--- config.mk ---
export PLATFORM = sky130hd
export DESIGN_NAME = slave_out_port
export DESIGN_NICKNAME = d
export VERILOG_FILES = /design/src/rtl/slave_out_port_pkg.sv /design/src/rtl/slave_out_port.sv
export SDC_FILE = /design/constraint.sdc
export NUM_CORES = 1
export LEC_CHECK = 0
export CAP_MARGIN = 15
export CORE_UTILIZATION = 49
export DETAILED_ROUTE_END_ITERATION = 7
export PLACE_DENSITY = 0.78
export SETUP_SLACK_MARGIN = 0.05
export SYNTH_ARGS = -nofsm -noshare
export SYNTH_HDL_FRONTEND = slang
export SYNTH_SLANG_ARGS = --single-unit
--- constraint.sdc ---
create_clock -name clk -period 1.9 [get_ports clk]
set_input_delay 0.285 -clock clk [delete_from_list [all_inputs] [get_ports clk]]
set_output_delay 0.285 -clock clk [all_outputs]
set_load 0.01 [all_outputs]
--- src/rtl/slave_out_port_pkg.sv ---
// Shared slave-port bus definitions: transmit FSM state codes, default word width, read opcode.
// Latency: none (types, constants and a width helper only).
// Backpressure: none.
package slave_out_port_pkg;

  // Default read-word width for the slave port.
  localparam int DEFAULT_DATA_LEN = 8;

  // Read-instruction opcode; the master side decodes the same value.
  localparam logic [1:0] READ_INSTR = 2'b11;

  // Transmit FSM states. The numeric values are visible on the temp_state debug port.
  typedef enum logic [1:0] {
    IDLE           = 2'd0,
    WAIT_HANDSHAKE = 2'd1,
    SEND_DATA      = 2'd2
  } tx_state_t;

  // Bit counter width. The extra bit keeps DATA_LEN itself representable, so the
  // counter never wraps before the last bit index.
  function automatic int count_width(input int len);
    return $clog2(len) + 1;
  endfunction

endpackage

--- src/rtl/slave_out_port.sv ---
// Slave-port transmitter: serialises one read word LSB first to the master, one bit per clock.
// Latency: slave_valid one cycle after tx_start; bit k sampled k+1 edges after the handshake request; tx_done DATA_LEN+1 cycles after start.
// Backpressure: master_ready gates only the first bit (the handshake); the remaining bits stream unconditionally, and tx_start is dropped while busy.
module slave_out_port
  import slave_out_port_pkg::*;
#(
  parameter int DATA_LEN = DEFAULT_DATA_LEN
) (
  input  logic                clk,
  input  logic                reset,
  input  logic [DATA_LEN-1:0] data_in,
  input  logic                tx_start,
  output logic                tx_busy,
  output logic                tx_done,
  output logic                tx_data,
  output logic                slave_valid,
  input  logic                master_ready,
  output logic [1:0]          temp_state
);

  localparam int CNT_W = count_width(DATA_LEN);

  // Index of the bit presented in the final SEND_DATA cycle.
  localparam logic [CNT_W-1:0] LAST_IDX = CNT_W'(DATA_LEN - 1);

  tx_state_t           state;
  logic [CNT_W-1:0]    count;
  logic [DATA_LEN-1:0] shift_reg;

  // The bit under the master's sample point is always the shift register's LSB.
  assign tx_data    = shift_reg[0];
  assign tx_busy    = (state != IDLE);
  assign temp_state = state;

  // Transmit FSM: capture on start, wait for the master's grant on bit 0, then stream the rest.
  always_ff @(posedge clk or posedge reset) begin
    if (reset) begin
      state       <= IDLE;
      count       <= '0;
      shift_reg   <= '0;
      slave_valid <= 1'b0;
      tx_done     <= 1'b0;
    end else begin
      case (state)
        IDLE: begin
          // tx_done lasts a single cycle; a new start in that same cycle is still taken.
          tx_done     <= 1'b0;
          slave_valid <= 1'b0;
          if (tx_start) begin
            shift_reg   <= data_in;
            count       <= '0;
            slave_valid <= 1'b1;
            state       <= WAIT_HANDSHAKE;
          end
        end

        WAIT_HANDSHAKE: begin
          tx_done <= 1'b0;
          // Bit 0 is held on the line until the master grants; it samples it on this edge.
          if (master_ready) begin
            shift_reg   <= shift_reg >> 1;
            count       <= CNT_W'(1);
            slave_valid <= 1'b0;
            if (DATA_LEN == 1) begin
              count   <= '0;
              tx_done <= 1'b1;
              state   <= IDLE;
            end else begin
              state <= SEND_DATA;
            end
          end
        end

        SEND_DATA: begin
          shift_reg <= shift_reg >> 1;
          if (count == LAST_IDX) begin
            // The last bit is sampled on this edge; the word is complete.
            count   <= '0;
            tx_done <= 1'b1;
            state   <= IDLE;
          end else begin
            count <= count + CNT_W'(1);
          end
        end

        default: begin
          state       <= IDLE;
          count       <= '0;
          slave_valid <= 1'b0;
          tx_done     <= 1'b0;
        end
      endcase
    end
  end

endmodule

==> metrics.cfg <==
[run_status]
status=completed

[drt]
ant_nets=0
drt_iter0_drc=7
wirelength_um=1540
route.detailed.drc=0
dr.pass1.iters=3
vias=632
wl_per_cell_um=12.2
vias_per_cell=5.02

[clock_network]
cts_made_buffers=3
clockBufferDepth=2
insertion_delay_ns=0.28
hold_buffers=0
cts_tree=done
clkTransAtPathRegs_ns=0.09
clockRootBuffer=clkbuf_4
htreeDepth=1
clock_sinks=16

[yosys]
synth-edff-count=0
netlist_top_cells_area=dfrtp_1, mux2_2, ha_1, inv_1, a311o_1
syn_nets=97
synthCells=78
yosysTopAreaCellShare=0.439
synth-seq-cells=16
synth_ff_type=dfrtp_1
ys_top_cells_by_count=dfrtp_1, mux2_2, inv_1
ys_types=23
synth_top_cell_by_area=dfrtp_1
syn_area_per_cell_um2=11.7
ys_seq_area_frac=0.439
yosys_warnings=0
synth-async-reset-ratio=1.00
syn-cell-area_um2=912

[sta]
slew_headroom=0.584
setup_ws_ns=0.182
rsz0062_at_grt=false
slew_violations=0
finalCriticalPeriod_ns=1.72
tightest_slew_ns=0.624
fin_crit_sh=0.904
hold_violations=0
skew_ns=0.00151
whs_ns=0.382
max_freq_mhz=582
setup_viol=0

[place]
place_congestion=0.787
portBuffers=17
detailed_place_hpwl_um=1160
placed_cells_incl_taps=122
post-place-ws_ns=-0.0396

[setup_path]
cp-end-kind=register
critical_path.slowest_cell=nor2b_2
r2r-start=temp_state[1]
r2r_slack_ns=0.18
path_class=reg2reg
critPathLaunch=temp_state[1]
cp.required_ns=2.07
critPathTopFamily=simple AND/OR/NAND/NOR gates
crit_path_max_fanout=10
cp_num_buf_inv=2
cp.arrival_ns=1.89
path_cells=inv_1 -> ha_1 -> nor2b_2 -> nor3_4 -> buf_12 -> mux2_1
critPathMaxStageDelay_ns=0.42
critPathLaunchType=register

[die]
initial_core_util=0.528
fp.dieH_um=45.1
die_area_um2=2040
die_w_um=45.1
placementRows=15
coreArea_um2=1730
ios=18

[grt]
antenna_found_initial=0
first_global_vias=619
grt_max_degree=17
grt_pass1_wl_um=2530
gr-total-overflow=0
grt_use_total=0.177

[run]
max-cap-violations=0

[pwr]
p_leak_nw=0.528
p_per_area_nw_per_um2=1590
peakVddDrop_mv=1.18
p_total_mw=1.90

[layout]
synthToLayoutAreaGrowth_pct=31.1
fillCellCount=139
diodes=0
instances_no_fill=126
drive_gt1_frac=0.307
nNetsFinal=121
largest_reg_flops=8

[hold_path]
hp-class=in2async

-- cell usage in the layout, fill, tap and decap left out --
| cell | count |
|---|---|
| a311o_1 | 2 |
| buf_4 | 5 |
| mux2_2 | 16 |
| dfrtp_1 | 16 |
| nor2b_2 | 1 |
| a211oi_2 | 1 |
| inv_1 | 8 |
| clkbuf_4 | 3 |
| o31ai_1 | 2 |
| or2_2 | 1 |
| clkbuf_8 | 1 |
| nor3_4 | 1 |
| ha_1 | 6 |
| nand3_1 | 1 |
| nand2_1 | 3 |
| buf_12 | 1 |
| o21ai_0 | 4 |
| nand3b_1 | 1 |
| a22o_1 | 2 |
| clkdlybuf4s50_1 | 16 |
| dlygate4sd2_1 | 1 |
| nor3_1 | 2 |
| ha_4 | 1 |
| mux2_1 | 1 |
| nor2_1 | 1 |
| a31oi_1 | 1 |
| a21boi_0 | 1 |
| nor2b_1 | 2 |
-- cells by family after synthesis --
group	Yosys count	share of synthesized area
simple gates	13	0.0864
mux	17	0.210
fa+ha+maj	7	0.0960
compound gates	13	0.108
buf+inv	12	0.0604
flops	16	0.439
-- where the power goes --
| group | switching, mW | internal (mW) |
|---|---|---|
| Clock | 0.105 | 0.116 |
| Combinational | 0.451 | 0.683 |
| Sequential | 0.0663 | 0.476 |
-- path summary, 6_finish.rpt --
path | to | depth (start not counted)
min in group clk | shift_reg[7] | 1
max reg2reg | shift_reg[5] | 6
min | shift_reg[3] | 2
min reg2reg | shift_reg[7] | 1
max | shift_reg[5] | 6
max in group asynchronous | slave_valid | 2
-- final cells by class --
type / instances / area (µm²) / area share
Clock buffer: 4 / 36.3 / 0.0303
Inverter: 8 / 30.0 / 0.0251
Multi-Input combinational cell: 50 / 472 / 0.394
Sequential cell: 16 / 400 / 0.335
Tap cell: 25 / 31.3 / 0.0262
Timing Repair Buffer: 23 / 226 / 0.189
-- metal layers --
metal / wire length, µm / track usage
met4: 17 / 0.0727
met5: 0 / 0
met3: 39 / 0.0520
met1: 699 / 0.215
met2: 781 / 0.293
-- timing repair --
item | in CTS | in global routing
gates resized for setup | 3 | 1
endpoints found under the setup margin | 2 | 1
buffers inserted | 0 | 0
-- worst reg2reg max path, cell delays in order (launching register included) --
cell     delay, ns
dfrtp_1       0.39
inv_1         0.07
ha_1          0.17
nor2b_2       0.42
nor3_4        0.09
buf_12        0.15
mux2_1        0.31
-- through the flow --
step,instance area (µm²),setup TNS (ns),utilization
CTS,1190,0,0.687
global route,1200,0,0.693
finish,1200,0,0.693
floorplan,912,0,-
detailed placement,1150,-0.0396,0.664
global placement,1150,-0.0316,0.664
Note: power is estimated with default switching activity, not from simulation.
